### src/rtl/lfsr_encrypt_engine.sv
`timescale 1ns/1ps
// LFSR stream-cipher encryptor: space pre-pad, XOR keystream, write ciphertext.
// Define LFSR_ENC_PARITY_EN to place even parity of c[6:0] in c[7].
module lfsr_encrypt_engine #(
    parameter int NUM_BYTES = 64,
    parameter int MSG_MAX   = 54,
    parameter int CT_BASE   = 64,
    parameter int ADDR_W    = 8
) (
    input  logic              Clk,
    input  logic              Reset,
    input  logic              Start,
    input  logic [4:0]        PreLength,
    input  logic [6:0]        TapPtrn,
    input  logic [6:0]        LfsrInit,
    output logic [ADDR_W-1:0] MemRdAddr,
    input  logic [7:0]        MemRdData,
    output logic              MemWrEn,
    output logic [ADDR_W-1:0] MemWrAddr,
    output logic [7:0]        MemWrData,
    output logic              Busy,
    output logic              Ack
);
    localparam int IW = $clog2(NUM_BYTES);

    typedef enum logic [1:0] {IDLE, RD, WR, DONE} state_e;

    state_e          state_q, state_d;
    logic [IW-1:0]   i_q, i_d;
    logic [4:0]      pre_q, pre_d;
    logic [6:0]      tap_q, tap_d;
    logic [6:0]      lfsr_q, lfsr_d;
    logic            armed_q, armed_d;

    logic [4:0]        pre_clamp;
    logic [6:0]        init_fix;
    logic [ADDR_W-1:0] i_ext, pre_ext, k;
    logic              in_msg, last;
    logic [6:0]        plain, ct_lo;
    logic [7:0]        ct;
    logic              unused_msb;

    assign pre_clamp = (PreLength < 5'd10) ? 5'd10 :
                       (PreLength > 5'd26) ? 5'd26 : PreLength;
    assign init_fix  = (LfsrInit == 7'd0) ? 7'd1 : LfsrInit;

    assign i_ext   = ADDR_W'(i_q);
    assign pre_ext = ADDR_W'(pre_q);
    assign k       = i_ext - pre_ext;
    assign in_msg  = (i_ext >= pre_ext) && (k < ADDR_W'(MSG_MAX));
    assign last    = (i_q == IW'(NUM_BYTES - 1));

    // Plaintext bit 7 is dropped; only seven bits are enciphered.
    assign unused_msb = MemRdData[7];
    assign plain      = in_msg ? MemRdData[6:0] : 7'h20;
    assign ct_lo      = plain ^ lfsr_q;
`ifdef LFSR_ENC_PARITY_EN
    assign ct = {^ct_lo, ct_lo};
`else
    assign ct = {1'b0, ct_lo};
`endif

    always_ff @(posedge Clk) begin
        if (Reset) begin
            state_q <= IDLE;
            i_q     <= '0;
            pre_q   <= 5'd10;
            tap_q   <= '0;
            lfsr_q  <= 7'h01;
            armed_q <= 1'b0;
        end else begin
            state_q <= state_d;
            i_q     <= i_d;
            pre_q   <= pre_d;
            tap_q   <= tap_d;
            lfsr_q  <= lfsr_d;
            armed_q <= armed_d;
        end
    end

    always_comb begin
        state_d = state_q;
        i_d     = i_q;
        pre_d   = pre_q;
        tap_d   = tap_q;
        lfsr_d  = lfsr_q;
        armed_d = 1'b0;
        unique case (state_q)
            IDLE: begin
                i_d     = '0;
                armed_d = Start;
                if (Start) begin
                    pre_d  = pre_clamp;
                    tap_d  = TapPtrn;
                    lfsr_d = init_fix;
                end else if (armed_q) begin
                    state_d = RD;
                end
            end
            RD: state_d = WR;
            WR: begin
                lfsr_d  = {lfsr_q[5:0], ^(lfsr_q & tap_q)};
                i_d     = last ? i_q : i_q + IW'(1);
                state_d = last ? DONE : RD;
            end
            DONE: begin
                if (Start) begin
                    state_d = IDLE;
                    armed_d = 1'b1;
                    pre_d   = pre_clamp;
                    tap_d   = TapPtrn;
                    lfsr_d  = init_fix;
                end
            end
            default: state_d = IDLE;
        endcase
    end

    always_comb begin
        MemRdAddr = '0;
        MemWrEn   = 1'b0;
        MemWrAddr = '0;
        MemWrData = '0;
        Busy      = 1'b0;
        Ack       = 1'b0;
        unique case (state_q)
            RD: begin
                Busy = 1'b1;
                if (in_msg) MemRdAddr = k;
            end
            WR: begin
                Busy      = 1'b1;
                MemWrEn   = 1'b1;
                MemWrAddr = ADDR_W'(CT_BASE) + i_ext;
                MemWrData = ct;
            end
            DONE:    Ack = 1'b1;
            default: ;
        endcase
    end

endmodule

### config.mk
export PLATFORM = sky130hd
export DESIGN_NAME = lfsr_encrypt_engine
export DESIGN_NICKNAME = d
export VERILOG_FILES = /design/src/rtl/lfsr_encrypt_engine.sv
export SDC_FILE = /design/constraint.sdc
export NUM_CORES = 1
export LEC_CHECK = 0
export ABC_AREA = 1
export CORE_MARGIN = 1
export CORE_UTILIZATION = 44
export DETAILED_ROUTE_END_ITERATION = 6
export PLACE_DENSITY = 0.77
export SKIP_CTS_REPAIR_TIMING = 1
export SYNTH_ARGS = -nofsm -noshare
export SYNTH_HDL_FRONTEND = slang
export SYNTH_SLANG_ARGS = --single-unit
### constraint.sdc
create_clock -name Clk -period 1.9 [get_ports Clk]
set_clock_uncertainty 0.05 [all_clocks]
set_input_delay 0.19 -clock Clk [delete_from_list [all_inputs] [get_ports Clk]]
set_output_delay 0.19 -clock Clk [all_outputs]
set_load 0.005 [all_outputs]
Yosys cells after proc, flatten, opt, wreduce, memory -nomap -nowiden:

Cells that the tools add are included.

* flip-flop bits (word level): 28
* bits of input ports: 30
* output and inout bits: 27

* eq/ne operators: 9
* order comparisons: 4
* bitwise gates (word level): 2
* reduce and logical (&&, ||, !) cells: 12
* multiplexer cells: 22
* $add $sub $neg: 3

Operators by type and width (number)
* 7-bit two-way mux: 4
* 8-bit two-way mux: 3
* 7-bit one-hot mux with 2 select lines: 1
* 6-bit one-hot mux with 2 select lines: 1
* 5-bit two-way mux: 2
* 7-bit by 6-bit adder with 8-bit output, first input constant: 1
* 8-bit by 6-bit less-than comparator with 1-bit output, second input constant: 1
* 2-bit two-way mux: 4
* 2-bit != test, second input constant: 4
* 2-bit one-hot mux with 4 select lines: 1
* 7-bit AND: 1
* 7-bit zero test: 1
* 7-bit XOR reduction: 1
* 6-bit by 5-bit subtractor with 7-bit output: 1
* 7-bit bitwise XOR: 1
* 6-bit by 1-bit adder with 6-bit output, second input constant: 1
* 6-bit == test, second input constant: 1
* 6-bit by 5-bit greater-or-equal comparator with 1-bit output: 1
* 6-bit two-way mux: 1
* 2-bit AND reduction: 3
* 5-bit greater-than comparator, second input constant: 1
* 5-bit by 4-bit less-than comparator with 1-bit output, second input constant: 1
* 2-bit == test, second input constant: 2
* 1-bit two-way mux: 4
* 8 further kinds: 10

Logic depth before layout (Yosys ltp):

Gate-level depths: netlist of the first run.

* depth after elaboration: 6
* gate-level depth with buffers: 15
* gate-level depth less buffers: 14

Least setup slack after synthesis of the first run:

Ideal clock, no wire load.

* kind: reg-to-output
* from: reg i_q[0]
* to: out MemWrData[1]
* arrival: 1.806 ns
* path slack: -0.146 ns
* stages on the path, launching flop included: 13
* data required time: 1.660 ns
* cell sequence: dfxtp_1 > inv_1 > ha_1 > inv_1 > fa_1 > xor2_1 > nand2_1 > nand3_1 > nand3_4 > buf_8 > nand4_1 > nand2_1 > nor2_1

* longest elaborated chain between the ends: 6

Ends and longest elaborated chain
* start: declaration: RTL line 29 `logic [IW-1:0] i_q, i_d;`
* start signal: assignment: RTL line 73 `i_q <= i_d;`
* 6-bit by 5-bit subtractor with 7-bit output: RTL line 49 `assign k = i_ext - pre_ext;`
* 8-bit by 6-bit less-than comparator with 1-bit output: RTL line 50 `assign in_msg = (i_ext >= pre_ext) && (k < ADDR_W'(MSG_MAX));`
* 1-bit logical AND *: RTL line 50
* 7-bit two-way mux *: RTL line 55 `assign plain = in_msg ? MemRdData[6:0] : 7'h20;`
* 7-bit bitwise XOR *: RTL line 56 `assign ct_lo = plain ^ lfsr_q;`
* 7-bit two-way mux *: RTL line 126 `unique case (state_q)`
* end: declaration: RTL line 20 `output logic [7:0] MemWrData,`

Every way passes the cells marked *; elsewhere a longest branch is shown, timed or not.

Final worst setup path of the first run:

* from: reg pre_q[4]
* to: out MemWrData[1]

* longest elaborated chain between the ends: 6

Ends and longest elaborated chain
* start: declaration: RTL line 30 `logic [4:0] pre_q, pre_d;`
* start signal: assignment: RTL line 74 `pre_q <= pre_d;`
* 6-bit by 5-bit subtractor with 7-bit output: RTL line 49
* 8-bit by 6-bit less-than comparator with 1-bit output: RTL line 50
* 1-bit logical AND *: RTL line 50
* 7-bit two-way mux *: RTL line 55
* 7-bit bitwise XOR *: RTL line 56
* 7-bit two-way mux *: RTL line 126

Marks and branches as above.

==> metrics, run 1 <==
DRC Markers 0; FF+latch count, synth 28; Port Buffers 51; Top Ports 57; GP Congestion between 0.8 and 0.9; DRT Pass-1 Iters 4; FF-to-FF path depth 11; drt wl/cell around 12 um; final period utilization 1.316; # setup viols final 13; Crit Path Max Fanout 5; max-cap check violation count 0; Slew Viols, Final 0; CP Launch Type flip-flop; failing checks setup timing; Final Util 0.6927; worst hold path class in -> reg; Overall Global Routing Usage 0.2158; area leader, netlist dfxtp_1; Final WS setup -0.5999 ns; status complete, but fails checks; Cell Pwr Density 972.2 nW/um^2; RSZ-0062 raised after global routing true; height of the die ~70 um; Area contributors post-synth dfxtp_1, nand2_1, inv_1, nor2_1, ha_1; clk sink count 28; cts bufs inserted 3; fill count about 370; area share of the largest cell type after synthesis 0.2730; min Tclk post-route 2.500 ns; Worst Path Arrival between 2 and 2.5 ns; HPWL Detailed approximately 4000 um; LEAKAGE about 1.5 nW; Hold Path Depth 3; Hold Violations, Final 0; global-route wire length before repair roughly 8800 um; VDD IR max about 0.00063 V; die area about 4900 um^2; largest net degree at the start of global routing 21; fraction of layout cells with a size suffix above 1 0.2372; core region area 4414 um^2; antenna violations before repair 0; Clock Path Buffers 2; antenna viol nets, final 0; WP data required ~1.7 ns; final WL 5634 um; maximum clock frequency ~400 MHz; Area growth syn-to-layout 48.93%; diode count 0; Mean Syn Cell Area ~6.3 um^2; vias in the first global route about 2100; synth unique cells 35; Reg clk slew, reported paths ~0.10 ns; initial drt markers 174; pre-CTS worst setup slack -0.5838 ns; clock latency on the worst-skew pair roughly 0.28 ns; Finished Cell Area 3058 um^2; GR Overflow Total 0; Seq/Total Area, Yosys 0.2730; Site Rows 24; Max H-tree Level 1; Placed Area 2801 um^2; Die X ~70 um; synthesized area 2053 um^2; kind of critical path reg -> out; cells after synthesis approximately 330; Crit. End Element primary output; Ys Warns 0; nets roughly 450; Initial Util 0.4651; TritonCTS clock tree built; via/cell ratio ~5; Clock Tree Root clkbuf_8; Via Count about 2300
critical path, stage by stage, from the launching register on:
cell            delay [ns]
dfxtp_1               0.32
inv_1                 0.07
ha_1                  0.34
nand2_1               0.11
nor2_1                0.17
nand2_1               0.08
nand3_1               0.07
nand2_1               0.08
nand2_2               0.12
nand3_4               0.13
buf_4                 0.16
nand3_1               0.07
nand2_1               0.05
inv_1                 0.05
nor2_1                0.03
dlymetal6s2s_1        0.14
placed cells by master, fill, tap and decap left out, types with 2 or more instances in the layout:
cell,synthesis,final
inv_2,2,4
ha_4,0,5
xnor2_1,4,4
dfxtp_1,28,23
dlymetal6s2s_1,0,2
nand2_1,86,84
nand3_1,15,13
nand4_1,8,8
clkdlybuf4s50_1,0,38
buf_6,1,3
o211ai_1,2,2
clkbuf_2,0,4
a31oi_1,6,6
inv_1,51,46
buf_4,5,34
nor2_1,39,37
clkbuf_8,0,3
o21ai_0,21,21
nand2_2,6,8
ha_1,10,5
inv_4,0,3
dfxtp_2,0,4
nand3_4,2,3
a21oi_1,11,8
a21oi_2,0,3
nand3_2,3,5
buf_2,3,7
nor2_4,0,2
xor2_1,4,3
conb_1,1,4
power breakdown:
group	internal [mW]	switching [mW]
clock	0.282	0.190
sequential	0.748	0.149
combinational	0.728	0.876
layer usage:
layer / wire length (um) / track usage / vias up
met1: 2437 / 0.2691 / 1044
met3: 228 / 0.02742 / 12
met2: 2849 / 0.3767 / 69
li1: - / - / 1191
met5: 0 / 0 / -
met4: 117 / 0.07778 / 0
path summary, 6_finish.rpt:
kind              startpoint      endpoint  slack (ns)
hold / removal    TapPtrn[1]      tap_q[1]        0.43
hold reg to reg   state_q[0]    state_q[0]        0.46
setup / recovery    pre_q[4]  MemWrData[1]       -0.60
setup reg to reg      i_q[1]        i_q[4]        0.15
registers in the layout, indices dropped and copies added (netlist names):
name and count:
lfsr_q 7, i_q 6, pre_q 5, state_q 2
tap_q 7, armed_q 1
area by class of cell:
cell class / count / area, um^2 / area share
Clock inverter: 1 / 30.03 / 0.009820
Timing Repair inverter: 1 / 6.256 / 0.002046
Tap cell: 52 / 65.06 / 0.02128
Timing Repair Buffer: 90 / 794.5 / 0.2598
Multi-Input combinational cell: 233 / 1343 / 0.4390
Inverter: 53 / 209.0 / 0.06833
Sequential cell: 28 / 569.3 / 0.1862
Clock buffer: 3 / 41.29 / 0.01350
cells in the mapped netlist, drive strengths merged:
cell and instances:
nand2 92, fa 1, a211oi 1, o21ai 22, o21bai 1, dfxtp 28
ha 10, nor2 39, clkbuf 4, o22ai 1, inv 53, o211ai 2
or2 1, a21o 1, a21oi 11, nand4 8, a41oi 1, nor4 1
a31oi 6, xor2 4, conb 1, and2b 1, nand3 20, xnor2 4
nor3 1, buf 11
stage by stage:
step	cells	total power [mW]	TNS [ns]	hold slack, ns
floorplan	328	1.781	-0.1947	0.2091
global route	461	3.224	-8.247	0.4627
CTS	450	2.732	-11.32	0.4310
global placement	446	2.220	-6.329	0.4435
detailed placement	446	2.261	-6.939	0.4533
finish	461	2.973	-6.513	0.4318
cell families after synthesis:
group	synth area share
other	0.001826
xor gates and xnor gates	0.03412
AOI/OAI and AO/OA	0.1243
and+or+nand+nor	0.3516
adders and majority gates	0.07069
buffers and inverters	0.1444
DFF	0.2730
No activity file was read; power rests on OpenSTA's default activity.
==> inputs of run 2 (changes only) <==
- SLEW_MARGIN: unset -> 25
==> results of run 2 <==
Same layout as run 1: the final DEF is identical, and so are final timing and power.
